==> src/rtl/cim_pkg.sv <==
// Shared constants and FSM state type for the compute-in-memory input path.
// The shift-accumulator downstream uses CIM_BITS so both ends agree on slices per frame.
package cim_pkg;

    localparam int CIM_BITS   = 4;
    localparam int CIM_N_ROWS = 8;

    typedef enum logic {
        ST_IDLE  = 1'b0,
        ST_SLICE = 1'b1
    } slicer_state_t;

endpackage

==> src/rtl/slice_select.sv <==
// Combinational extraction of bit position pos_i from every BITS-wide row.
// Row r occupies data_i[r*BITS +: BITS]; its selected bit lands on bits_o[r].
module slice_select #(
    parameter int N_ROWS = 8,
    parameter int BITS   = 4,
    localparam int POS_W = (BITS > 1) ? $clog2(BITS) : 1
) (
    input  logic [N_ROWS*BITS-1:0] data_i,
    input  logic [POS_W-1:0]       pos_i,
    output logic [N_ROWS-1:0]      bits_o
);

    for (genvar r = 0; r < N_ROWS; r++) begin : g_row
        logic [BITS-1:0] row;
        assign row       = data_i[r*BITS +: BITS];
        assign bits_o[r] = row[pos_i];
    end

endmodule

==> src/rtl/input_bit_slicer.sv <==
// Serialises activation vectors into BITS wordline bit-slices, MSB first.
// One working and one pending register give back-to-back frames with no bubble.
module input_bit_slicer
    import cim_pkg::*;
#(
    parameter int N_ROWS = CIM_N_ROWS,
    parameter int BITS   = CIM_BITS,
    localparam int IDX_W = (BITS > 1) ? $clog2(BITS) : 1
) (
    input  logic                   clk,
    input  logic                   rst,
    input  logic                   in_valid,
    input  logic [N_ROWS*BITS-1:0] in_data,
    output logic                   in_ready,
    output logic [N_ROWS-1:0]      wl_bits,
    output logic                   slice_valid,
    output logic [IDX_W-1:0]       slice_idx,
    output logic                   slice_last,
    output logic                   slice_zero,
    output logic                   dbg_state
);

    localparam int                 VEC_W   = N_ROWS * BITS;
    localparam logic [IDX_W-1:0]   LSB_IDX = IDX_W'(BITS - 1);

    // Handshake: a vector moves only on a cycle where in_valid and in_ready are
    // both high; in_ready depends on registers only, so the producer may use it
    // to decide in_valid without forming a loop.

    slicer_state_t       state_q, state_d;
    logic [VEC_W-1:0]    work_q, work_d;
    logic [VEC_W-1:0]    pend_q, pend_d;
    logic                pend_full_q, pend_full_d;
    logic [IDX_W-1:0]    idx_q, idx_d;
    logic [N_ROWS-1:0]   wl_q, wl_d;
    logic                valid_q, valid_d;
    logic                last_q, last_d;
    logic                zero_q, zero_d;

    logic                accept;
    logic                lsb_cycle;
    logic [IDX_W-1:0]    pos_d;
    logic [N_ROWS-1:0]   sel_bits;

    assign in_ready  = ~pend_full_q;
    assign accept    = in_valid & ~pend_full_q;
    assign lsb_cycle = (state_q == ST_SLICE) && (idx_q == LSB_IDX);

    always_ff @(posedge clk) begin
        if (!rst) begin
            state_q     <= ST_IDLE;
            work_q      <= '0;
            pend_q      <= '0;
            pend_full_q <= 1'b0;
            idx_q       <= '0;
            wl_q        <= '0;
            valid_q     <= 1'b0;
            last_q      <= 1'b0;
            zero_q      <= 1'b0;
        end else begin
            state_q     <= state_d;
            work_q      <= work_d;
            pend_q      <= pend_d;
            pend_full_q <= pend_full_d;
            idx_q       <= idx_d;
            wl_q        <= wl_d;
            valid_q     <= valid_d;
            last_q      <= last_d;
            zero_q      <= zero_d;
        end
    end

    always_comb begin
        state_d     = state_q;
        work_d      = work_q;
        pend_d      = pend_q;
        pend_full_d = pend_full_q;
        idx_d       = idx_q;
        unique case (state_q)
            ST_IDLE: begin
                idx_d = '0;
                if (accept) begin
                    work_d  = in_data;
                    state_d = ST_SLICE;
                end
            end
            ST_SLICE: begin
                if (!lsb_cycle) begin
                    idx_d = idx_q + 1'b1;
                    if (accept) begin
                        pend_d      = in_data;
                        pend_full_d = 1'b1;
                    end
                end else if (pend_full_q) begin
                    work_d      = pend_q;
                    pend_d      = '0;
                    pend_full_d = 1'b0;
                    idx_d       = '0;
                end else if (accept) begin
                    work_d = in_data;
                    idx_d  = '0;
                end else begin
                    idx_d   = '0;
                    state_d = ST_IDLE;
                end
            end
            default: state_d = ST_IDLE;
        endcase
    end

    // Slice outputs are computed from next-state values and flopped, so the
    // first slice appears the cycle right after the working register loads.
    slice_select #(
        .N_ROWS (N_ROWS),
        .BITS   (BITS)
    ) u_slice_select (
        .data_i (work_d),
        .pos_i  (pos_d),
        .bits_o (sel_bits)
    );

    always_comb begin
        pos_d   = LSB_IDX - idx_d;
        valid_d = (state_d == ST_SLICE);
        wl_d    = valid_d ? sel_bits : '0;
        last_d  = valid_d && (idx_d == LSB_IDX);
        zero_d  = valid_d && (sel_bits == '0);
    end

    assign wl_bits     = wl_q;
    assign slice_valid = valid_q;
    assign slice_idx   = idx_q;
    assign slice_last  = last_q;
    assign slice_zero  = zero_q;
    assign dbg_state   = state_q;

endmodule
==> config.mk <==
export PLATFORM = sky130hd
export DESIGN_NAME = input_bit_slicer
export DESIGN_NICKNAME = d
export VERILOG_FILES = /design/src/rtl/cim_pkg.sv /design/src/rtl/slice_select.sv /design/src/rtl/input_bit_slicer.sv
export SDC_FILE = /design/constraint.sdc
export NUM_CORES = 1
export LEC_CHECK = 0
export CAP_MARGIN = 15
export CORE_MARGIN = 2
export CORE_UTILIZATION = 52
export CTS_BUF_LIST = sky130_fd_sc_hd__clkbuf_8
export CTS_CLUSTER_DIAMETER = 100
export DETAILED_ROUTE_END_ITERATION = 12
export GPL_TIMING_DRIVEN = 0
export HOLD_SLACK_MARGIN = 0.12
export PLACE_DENSITY = 0.79
export REMOVE_ABC_BUFFERS = 1
export SETUP_SLACK_MARGIN = 0.2
export SLEW_MARGIN = 25
export SYNTH_ARGS = -nofsm -noshare
export SYNTH_HDL_FRONTEND = slang
export SYNTH_HIERARCHICAL = 1
export SYNTH_SLANG_ARGS = --single-unit
==> constraint.sdc <==
create_clock -name clk -period 2.2 [get_ports clk]
set_input_delay 0.22 -clock clk [delete_from_list [all_inputs] [get_ports clk]]
set_output_delay 0.22 -clock clk [all_outputs]
set_load 0.05 [all_outputs]
==> results.txt <==
The flow ran to the end, but the final reports show violations. The checks that failed: setup timing. Summed over all instances, the cell type with the most area after synthesis is dfxtp_1. The max-cap check violation count was 0; the total vias in the final route was 4000. The analysis attributes to cell leakage a power of 2.082 nW. The layout-stage area growth over the synthesis result was 40.25%; the count of final max-slew check failures was 0.

The clock transition at the registers of the reported paths is 0.09 ns, and the share of total power in the clock network is 0.283. After the flow finishes, the layout carries non-filler instances totaling 559. In this run the power spent charging and discharging nets is 1.170 mW.

The capture point of the worst reg-to-reg path was slice_zero. The tools report the global-route usage over all layers as 0.3070. The number of flip-flops and latches in the synthesized netlist is 78. Initial antenna violation count: 0. For the core area, the log shows 0.007292 mm2. After layout, the minimum clock period comes to 2.513 ns.

The portion of total power attributed to sequential cells was 0.437; the vias per cell was 7.156. The library cell with the highest instance count after synthesis was dfxtp_1. The number of placed cells counting well taps was 495. The initial detailed-routing violation count came out at 477. The logs give 3.613 mW for the overall power and 6 for the number of synthesis warnings.

Part of the power in combinational logic: 0.279. For the pin with the worst max-slew slack, the measured transition is 0.9564 ns. TritonCTS built the clock tree. For the row count, the log shows 31. During placement, the flow inserted port buffers numbering 49. A synthesized cell averages 10.16 um2.

Routability-driven placement finished with a final weighted congestion of 0.8439. The run gives 0.005528 mm2 as the summed area of non-filler cells in the final layout. Largest net degree at the start of global routing: 35.

The area share of the leading cell type in the synthesized netlist was 0.3962; the via count of the first global-routing pass was 3639. The remaining global-route overflow was 0. The worst slack on hold paths was 0.3717 ns; the synthesized instance count was 388.

The I/O pin count was 50; the setup slack of the critical path after layout was -0.3129 ns. The floorplan step defined a die boundary enclosing 0.008292 mm2. By area the synthesized netlist is led by dfxtp_1 (40%), o2bb2ai_1 (14%), o221a_1 (9.1%), mux2i_1 (8.1%), mux4_2 (4.6%). Once detailed placement completed, the half-perimeter wirelength came to 5.860 mm. For this block, the routed nets add up to 14.98 mm of wire.

Proportion of layout cells with a drive suffix above 1: 0.2913. The final worst-path cycle share works out to 1.142. After the last flow step, the layout net total stands at 492. The H-tree generated during clock tree synthesis spans 3 levels. The async set-reset flop share out of synthesis works out to 0.

The later pin in the worst-skew pair is clocked with a latency of 0.37 ns. In this run, synthesis inferred 0 flip-flops with an integrated enable. The startpoint identified for the worst register-to-register timing path is slice_idx[1]. Setup repair after global routing could not meet its margin everywhere.

The run gives 0.3611 as the headroom to the max-slew limit. The tools report the timing startpoint of the critical path as slice_idx[1]. No sink is reached through more buffers than the 2 on the longest clock path. For the first-pass iteration count of the detailed router, the log shows 7. The initial core utilization was 0.5405.

In the synthesized netlist the dominant register cell turns out to be dfxtp_1. The run gives -0.3388 ns as the sum of negative setup slack. The endpoint class of the critical path was a flop. The overall die height was 91.06 um.

For this run, the top clock speed supported by timing is 397.9 MHz. Summing every instance area after synthesis gives 0.003941 mm2. Setup slack on the worst reg-to-reg path comes out at -0.31 ns.

The run gives 0.3962 as the sequential-to-total area share from yosys stat. The logs give 20.07 mm for the wire length of the first global-routing pass and 0 for the count of endpoints failing hold in the final timing report. CTS saw 78 sinks. The worst min-delay path category was input port to flop. The synthesized netlist contains 34 unique library cells. The tools report the destination of the critical timing path as slice_zero. In this run the power density over the cells is 653.7 mW/mm2. The width of the die is 91.06 um, and the internal power is 2.443 mW.

Once detail routing completed, the nets flagged for antenna violations numbered 0. The commonest cells after synthesis are dfxtp_1 (78), o2bb2ai_1 (64), inv_1 (33). The tools report the number of buffers created by CTS as 9. Before CTS, the worst setup slack after placement is -0.6961 ns. Clock skew on the completed layout was measured at 0.01369 ns.

The root buffer cell chosen for the clock tree is clkbuf_8. STA puts the critical path data arrival time at 2.82 ns. For the utilization of the core after routing, the log shows 0.7581.

The critical path is of the flop to flop type. Setup violations remaining at the end of the flow were counted as 2. The tools report the largest voltage drop on the vdd net as 0.3429 mV. The worst setup path is launched from a flop. STA puts the critical path data required time at 2.50 ns. The fraction of power spent switching nets works out to 0.3238. In the routed design, unresolved DRC markers number 0.

The number of cells traversed by the worst register-to-register path was 11; the average wire per standard cell was 26.79 um. In this run the worst path has a maximum fanout of 5. Summing all placed instances gives a cell area of 0.004456 mm2.

Number of diodes added for antenna fixing: 0.
## worst min path at each step
stage,startpoint,end,slack [ns],cells past startpoint
2_1_floorplan,rst,slice_valid,0.34,1
3_3_place_gp,slice_idx[0],slice_last,0.48,1
3_5_place_dp,pend_q[26],pend_q[26],0.51,1
4_1_cts,pend_q[20],pend_q[20],0.54,1
5_1_grt,in_valid,pend_full_q,0.40,3
6_report,in_valid,pend_full_q,0.37,3
## critical path: stages, from the launching register on
cell and delay (ns):
dfxtp_2 0.35, ha_4 0.19, nor2b_4 0.14, nor2_4 0.11
buf_12 0.12, buf_8 0.10, buf_16 0.11, buf_6 0.10
o2bb2ai_2 0.06, mux4_2 0.54, nor4_2 0.35, o2111a_1 0.25
## per-layer routing
metal	routed length [um]	up-vias	track usage
met3	1647	85	0.07054
met2	6934	359	0.4944
li1	-	1634	-
met4	872	0	0.1225
met1	5523	1922	0.3993
met5	0	-	0
## layout make-up
type | instances | area, um2
sequential | 78 | 1574
fill | 422 | 1764
tap | 99 | 123.9
multi-input combinational | 232 | 2346
clock inverter | 4 | 22.52
clock buffer | 11 | 151.4
timing repair buffer | 100 | 1176
inverter | 35 | 133.9
## timing repair
item | CTS | global route
endpoints found under the setup margin | 65 | 43
buffers inserted | 32 | 10
cloned | 5 | 2
pin swaps | 38 | 14
gates resized for setup | 25 | 53
hold buffers | 0 | 0
## cells by family after synthesis
family          share of synthesized area
compound gates                     0.3048
fa+ha+maj                        0.003174
buf+inv                            0.1013
flops                              0.3962
mux                                0.1270
simple gates                      0.06762
## placed cells by master, fill, tap and decap left out, types with 2 or more instances in the layout
master / instances
nand3_1: 32
mux2i_1: 14
clkbuf_8: 11
dfxtp_4: 3
dlymetal6s2s_1: 3
o21ai_1: 20
nor2_4: 3
nand2b_4: 2
o2bb2ai_1: 48
buf_16: 6
o21ai_2: 5
mux2i_4: 5
o2bb2ai_2: 15
inv_1: 33
buf_12: 6
o221a_1: 32
mux2i_2: 13
buf_8: 2
mux4_2: 8
buf_6: 5
dfxtp_1: 74
clkinv_2: 3
nor2_1: 2
clkdlybuf4s50_1: 45
bufbuf_16: 2
o211a_1: 8
buf_4: 29
o21ai_0: 7
## state kept, by name (all words and copies together) (netlist names)
register / count
pend_q: 32
wl_bits: 8
pend_full_q: 1
slice_last: 1
slice_valid: 1
slice_idx: 2
slice_zero: 1
work_q: 32
## power by group through the flow
stage / sequential [mW] / clock (mW) / combinational (mW)
final: 1.58 / 1.02 / 1.01
after global routing: 1.59 / 1.07 / 1.04
after CTS: 1.56 / 0.981 / 0.831
after detailed placement: 1.61 / 0 / 0.676
after global placement: 1.62 / 0 / 0.606
after floorplan: 1.66 / 0 / 0.359
Power figures use the tool's default switching activity.
